File: src/rtl/riscv_multicycle_controller.sv
// Multi-cycle RISC-V control FSM: sequences fetch/decode/execute/memory/writeback
// with a memory-ready handshake, optional LUI, illegal-opcode trap and retire pulse.
module riscv_multicycle_controller #(
    parameter bit SUPPORT_LUI     = 1'b1,
    parameter bit TRAP_ON_ILLEGAL = 1'b1
) (
    input  logic       clk,
    input  logic       rst,
    input  logic [6:0] op,
    input  logic [2:0] func3,
    input  logic       func7,
    input  logic       zero,
    input  logic       neg,
    input  logic       mem_ready,
    output logic       PCWrite,
    output logic       adrSrc,
    output logic       memWrite,
    output logic       IRWrite,
    output logic       regWrite,
    output logic [1:0] resultSrc,
    output logic [1:0] ALUSrcA,
    output logic [1:0] ALUSrcB,
    output logic [2:0] ALUControl,
    output logic [2:0] immSrc,
    output logic       instr_done,
    output logic       illegal,
    output logic [3:0] state
);

    localparam logic [3:0] S_FETCH    = 4'd0;
    localparam logic [3:0] S_DECODE   = 4'd1;
    localparam logic [3:0] S_EXEC_R   = 4'd2;
    localparam logic [3:0] S_EXEC_I   = 4'd3;
    localparam logic [3:0] S_ALU_WB   = 4'd4;
    localparam logic [3:0] S_MEM_ADR  = 4'd5;
    localparam logic [3:0] S_MEM_RD   = 4'd6;
    localparam logic [3:0] S_MEM_WB   = 4'd7;
    localparam logic [3:0] S_MEM_WR   = 4'd8;
    localparam logic [3:0] S_BRANCH   = 4'd9;
    localparam logic [3:0] S_JAL      = 4'd10;
    localparam logic [3:0] S_JALR_ADR = 4'd11;
    localparam logic [3:0] S_JALR     = 4'd12;
    localparam logic [3:0] S_LUI      = 4'd13;
    localparam logic [3:0] S_TRAP     = 4'd14;

    localparam logic [6:0] OP_R    = 7'b0110011;
    localparam logic [6:0] OP_I    = 7'b0010011;
    localparam logic [6:0] OP_LW   = 7'b0000011;
    localparam logic [6:0] OP_SW   = 7'b0100011;
    localparam logic [6:0] OP_BR   = 7'b1100011;
    localparam logic [6:0] OP_JAL  = 7'b1101111;
    localparam logic [6:0] OP_JALR = 7'b1100111;
    localparam logic [6:0] OP_LUI  = 7'b0110111;

    localparam logic [2:0] ALU_ADD  = 3'b000;
    localparam logic [2:0] ALU_SUB  = 3'b001;
    localparam logic [2:0] ALU_AND  = 3'b010;
    localparam logic [2:0] ALU_OR   = 3'b011;
    localparam logic [2:0] ALU_XOR  = 3'b100;
    localparam logic [2:0] ALU_SLT  = 3'b101;
    localparam logic [2:0] ALU_SLTU = 3'b110;

    localparam logic [2:0] IMM_I = 3'b000;
    localparam logic [2:0] IMM_S = 3'b001;
    localparam logic [2:0] IMM_B = 3'b010;
    localparam logic [2:0] IMM_J = 3'b011;
    localparam logic [2:0] IMM_U = 3'b100;

    localparam logic [3:0] S_ILLEGAL = TRAP_ON_ILLEGAL ? S_TRAP : S_FETCH;

    // ALU operation select for EXEC_R/EXEC_I; func3 001/101 map to add.
    function automatic logic [2:0] alu_dec(input logic [2:0] f3, input logic f7, input logic is_r);
        case (f3)
            3'b000:  alu_dec = (is_r && f7) ? ALU_SUB : ALU_ADD;
            3'b111:  alu_dec = ALU_AND;
            3'b110:  alu_dec = ALU_OR;
            3'b100:  alu_dec = ALU_XOR;
            3'b010:  alu_dec = ALU_SLT;
            3'b011:  alu_dec = ALU_SLTU;
            default: alu_dec = ALU_ADD;
        endcase
    endfunction

    function automatic logic br_taken(input logic [2:0] f3, input logic z, input logic n);
        case (f3)
            3'b000:  br_taken = z;
            3'b001:  br_taken = !z;
            3'b100:  br_taken = n;
            3'b101:  br_taken = !n;
            default: br_taken = 1'b0;
        endcase
    endfunction

    logic [3:0] next_state;

    always_ff @(posedge clk) begin
        if (rst)
            state <= S_FETCH;
        else
            state <= next_state;
    end

    always_comb begin
        next_state = state;
        case (state)
            S_FETCH:    if (mem_ready) next_state = S_DECODE;
            S_DECODE: begin
                case (op)
                    OP_R:         next_state = S_EXEC_R;
                    OP_I:         next_state = S_EXEC_I;
                    OP_LW, OP_SW: next_state = S_MEM_ADR;
                    OP_BR:        next_state = S_BRANCH;
                    OP_JAL:       next_state = S_JAL;
                    OP_JALR:      next_state = S_JALR_ADR;
                    OP_LUI:       next_state = SUPPORT_LUI ? S_LUI : S_ILLEGAL;
                    default:      next_state = S_ILLEGAL;
                endcase
            end
            S_EXEC_R:   next_state = S_ALU_WB;
            S_EXEC_I:   next_state = S_ALU_WB;
            S_ALU_WB:   next_state = S_FETCH;
            S_MEM_ADR:  next_state = (op == OP_SW) ? S_MEM_WR : S_MEM_RD;
            S_MEM_RD:   if (mem_ready) next_state = S_MEM_WB;
            S_MEM_WB:   next_state = S_FETCH;
            S_MEM_WR:   if (mem_ready) next_state = S_FETCH;
            S_BRANCH:   next_state = S_FETCH;
            S_JAL:      next_state = S_ALU_WB;
            S_JALR_ADR: next_state = S_JALR;
            S_JALR:     next_state = S_ALU_WB;
            S_LUI:      next_state = S_FETCH;
            S_TRAP:     next_state = S_TRAP;
            default:    next_state = S_FETCH;
        endcase
    end

    // Outputs are forced idle while rst is high so no write escapes in the reset cycle.
    always_comb begin
        PCWrite    = 1'b0;
        adrSrc     = 1'b0;
        memWrite   = 1'b0;
        IRWrite    = 1'b0;
        regWrite   = 1'b0;
        resultSrc  = 2'b00;
        ALUSrcA    = 2'b00;
        ALUSrcB    = 2'b00;
        ALUControl = ALU_ADD;
        immSrc     = IMM_I;
        instr_done = 1'b0;
        illegal    = 1'b0;
        if (!rst) begin
            case (state)
                S_FETCH: begin
                    ALUSrcB   = 2'b10;
                    resultSrc = 2'b10;
                    IRWrite   = mem_ready;
                    PCWrite   = mem_ready;
                end
                S_DECODE: begin
                    ALUSrcA = 2'b01;
                    ALUSrcB = 2'b01;
                    if (op == OP_BR)
                        immSrc = IMM_B;
                    else if (op == OP_JAL)
                        immSrc = IMM_J;
                end
                S_EXEC_R: begin
                    ALUSrcA    = 2'b10;
                    ALUControl = alu_dec(func3, func7, 1'b1);
                end
                S_EXEC_I: begin
                    ALUSrcA    = 2'b10;
                    ALUSrcB    = 2'b01;
                    ALUControl = alu_dec(func3, func7, 1'b0);
                end
                S_ALU_WB: begin
                    regWrite   = 1'b1;
                    instr_done = 1'b1;
                end
                S_MEM_ADR: begin
                    ALUSrcA = 2'b10;
                    ALUSrcB = 2'b01;
                    immSrc  = (op == OP_SW) ? IMM_S : IMM_I;
                end
                S_MEM_RD: adrSrc = 1'b1;
                S_MEM_WB: begin
                    resultSrc  = 2'b01;
                    regWrite   = 1'b1;
                    instr_done = 1'b1;
                end
                S_MEM_WR: begin
                    adrSrc     = 1'b1;
                    memWrite   = 1'b1;
                    instr_done = mem_ready;
                end
                S_BRANCH: begin
                    ALUSrcA    = 2'b10;
                    ALUControl = ALU_SUB;
                    immSrc     = IMM_B;
                    instr_done = 1'b1;
                    PCWrite    = br_taken(func3, zero, neg);
                end
                S_JAL, S_JALR: begin
                    ALUSrcA = 2'b01;
                    ALUSrcB = 2'b10;
                    PCWrite = 1'b1;
                end
                S_JALR_ADR: begin
                    ALUSrcA = 2'b10;
                    ALUSrcB = 2'b01;
                end
                S_LUI: begin
                    resultSrc  = 2'b11;
                    immSrc     = IMM_U;
                    regWrite   = 1'b1;
                    instr_done = 1'b1;
                end
                S_TRAP:  illegal = 1'b1;
                default: ;
            endcase
        end
    end

endmodule

File: config.mk
export PLATFORM = sky130hd
export DESIGN_NAME = riscv_multicycle_controller
export DESIGN_NICKNAME = d
export VERILOG_FILES = /design/src/rtl/riscv_multicycle_controller.sv
export SDC_FILE = /design/constraint.sdc
export NUM_CORES = 1
export LEC_CHECK = 0
export CAP_MARGIN = 20
export CELL_PAD_IN_SITES_DETAIL_PLACEMENT = 1
export CELL_PAD_IN_SITES_GLOBAL_PLACEMENT = 1
export CORE_UTILIZATION = 43
export CTS_BUF_LIST = sky130_fd_sc_hd__clkbuf_4
export CTS_CLUSTER_SIZE = 40
export DETAILED_ROUTE_END_ITERATION = 10
export DONT_BUFFER_PORTS = 1
export GPL_TIMING_DRIVEN = 0
export PLACE_DENSITY_LB_ADDON = 0.1
export SLEW_MARGIN = 20
export SYNTH_ARGS = -nofsm -noshare
export SYNTH_HDL_FRONTEND = slang
export SYNTH_SLANG_ARGS = --single-unit
File: constraint.sdc
create_clock -name clk -period 1.75 [get_ports clk]
set_input_delay 0 -clock clk [delete_from_list [all_inputs] [get_ports clk]]
set_output_delay 0 -clock clk [all_outputs]
set_load 0.02 [all_outputs]
==> results.json <==
{
  "status": "finished, violations left",
  "failed_checks": "setup timing",
  "synthArstFlopShare_pct": 0,
  "drc": 0,
  "setup_slack_ns": -0.0591,
  "die_w_microns": 44.9,
  "dieArea_sq_mm": 0.00201,
  "top_register": "state",
  "drv_cap": 0,
  "ys_types": 43,
  "endpoint_kind": "primary output",
  "initial_core_util_pct": 45.8,
  "period_share_pct": 103,
  "arrival_ns": 1.81,
  "crit_fanout": 10,
  "drtIter0Drc": 25,
  "dpl.hpwl_microns": 1960,
  "core_sq_mm": 0.00173,
  "synth-seq-area-share_pct": 10.1,
  "p_total_mw": 1.36,
  "antenna_left": 0,
  "syn2layout_area_growth_pct": 25.3,
  "p_leak_nw": 0.321,
  "synth_fp_nets": 139,
  "avgSynthCellArea_sq_um": 6.43,
  "path_clk_slew_ns": 0.04,
  "globalRouteTotalUtil_pct": 27.8,
  "htreeDepth": 1,
  "fin_skew_ns": 0.000749,
  "finalCriticalPeriod_ns": 1.81,
  "via_per_inst": 6.69,
  "port_buffers": 0,
  "final_cell_mix": "14 x nor2_1, 8 x nand2_1, 6 x inv_1, 6 x o21ai_0, 6 x nor3_1",
  "ys_seq_elements": 4,
  "start_kind": "flip-flop",
  "ys.warnings.count": 0,
  "synth_top_area_cell": "dfxtp_1",
  "n_antenna_cell": 0,
  "cts_sinks": 4,
  "largest_reg_flops": 4,
  "crit_type": "reg -> out",
  "powerDensity_mw_per_mm2": 1380,
  "drive_gt1_share_pct": 26.4,
  "ios": 39,
  "drt-wirelength-per-cell_microns": 18.0,
  "die_y_microns": 44.9,
  "grt_pass1_wl_microns": 4160,
  "numCtsBuffers": 3,
  "drv_slew": 0,
  "finalHoldViolCount": 0,
  "max_freq_mhz": 553,
  "firstDrtPassIters": 4,
  "cp_data_required_time_ns": 1.75,
  "slew_headroom_pct": 40.9,
  "holdCritPathClass": "in -> reg",
  "antenna_found_initial": 0,
  "synth_edf_count": 0,
  "grt.overflow.total": 0,
  "synthCells": 123,
  "num_vias": 1030,
  "tightest_slew_ns": 0.879,
  "fin_util_pct": 57.4,
  "clk_latency_ns": 0.23,
  "tritoncts": "yes",
  "cts_root_buf": "clkbuf_4",
  "grt_max_degree": 11,
  "syn-cell-area_sq_um": 791,
  "grt_setup_unrepaired": "yes",
  "synthFlopType": "dfxtp_1",
  "wl_microns": 2770,
  "num-nets-final": 147,
  "synth_area_leaders": "dfxtp_1 10%, nor2_1 6.6%, nor3_1 5.7%, a21oi_1 5.1%, a31oi_1 4.0%",
  "setup_viol": 2,
  "layout_commonest_cell": "nor2_1",
  "grt_pass1_vias": 941,
  "ir_drop_mv": 0.560,
  "cts_max_path_buffers": 2,
  "synth_top_area_share_pct": 10.1,
  "rows": 15,
  "place_congestion": 0.807,
  "reg_top3": "state: 4 flops"
}
-- power breakdown --
group          switching, mW  internal (mW)
Clock                 0.0345         0.0765
Combinational          0.639          0.375
Sequential            0.0992          0.139
-- area by class of cell --
type | instances | area, sq um
fillers | 240 | 736
repair buffers | 3 | 22.5
inverters | 6 | 22.5
plain buffers | 12 | 72.6
multi-input cells | 101 | 727
flip-flops and latches | 4 | 92.6
well taps | 25 | 31.3
clock buffers | 3 | 22.5
-- worst max-delay path, stage by stage (launching register included) --
cell	delay, ns
dfxtp_4	0.36
buf_8	0.14
clkbuf_1	0.25
nor4_1	0.82
-- per-layer routing --
| layer | up-vias | track usage [%] | share of wire (%) |
|---|---|---|---|
| met5 | - | 0 | 0 |
| met4 | 0 | 6.67 | 1.1 |
| met3 | 4 | 4.00 | 6.1 |
| met2 | 49 | 46.8 | 48 |
| met1 | 506 | 37.5 | 44 |
| li1 | 471 | - | - |
-- cells in the mapped netlist (all sizes together) (2+ instances only) --
library cell	n
o21ai	6
a31oi	5
o21bai	2
nand3b	2
and4b	2
inv	6
xor2	2
nor4b	3
nor4	5
nor3	9
a211oi	2
or3	2
a21oi	8
buf	5
dfxtp	4
nor2	14
nand3	3
clkbuf	7
nand2b	5
nor2b	3
nand2	8
-- cells by family (layout without fill, tap and decap cells) --
group                     Yosys count  count (layout)  synth area share [%]
AOI/OAI and AO/OA                  34              34                  28.2
and+or+nand+nor                    63              63                  46.2
muxes                               1               1                  1.27
DFF                                 4               4                  10.1
buffers and inverters              18              24                  10.9
xor gates and xnor gates            3               3                  3.32
-- what timing repair did --
action                                 CTS  global route
setup endpoints to repair               16             8
pin swaps                                1             7
gates resized for setup                 20            10
endpoints found under the hold margin    0             0
buffers inserted                         1             2
hold buffers                             0             0
cloned                                   0             0
-- path summary, 6_finish.rpt --
kind | from | to | slack [ns] | depth (start not counted)
worst max register to register | state[2] | state[0] | 0.20 | 6
worst min-delay path | op[4] | state[1] | 0.03 | 2
worst max-delay path | state[2] | ALUControl[2] | -0.06 | 3
worst min register to register | state[2] | state[0] | 0.76 | 3
-- metrics by stage --
step / area, sq um / setup slack (ns) / hold slack [ns] / setup TNS (ns) / cells
after global placement: 823 / -0.0509 / 0.156 / -0.109 / 148
final: 991 / -0.0591 / 0.0265 / -0.117 / 154
after floorplan: 792 / 0.0629 / 0.150 / 0 / 123
after global routing: 991 / -0.138 / 0.0424 / -0.350 / 154
after detailed placement: 823 / -0.0995 / 0.159 / -0.284 / 148
after CTS: 932 / -0.0703 / 0.00786 / -0.145 / 152
No activity file was read; power rests on OpenSTA's default activity.
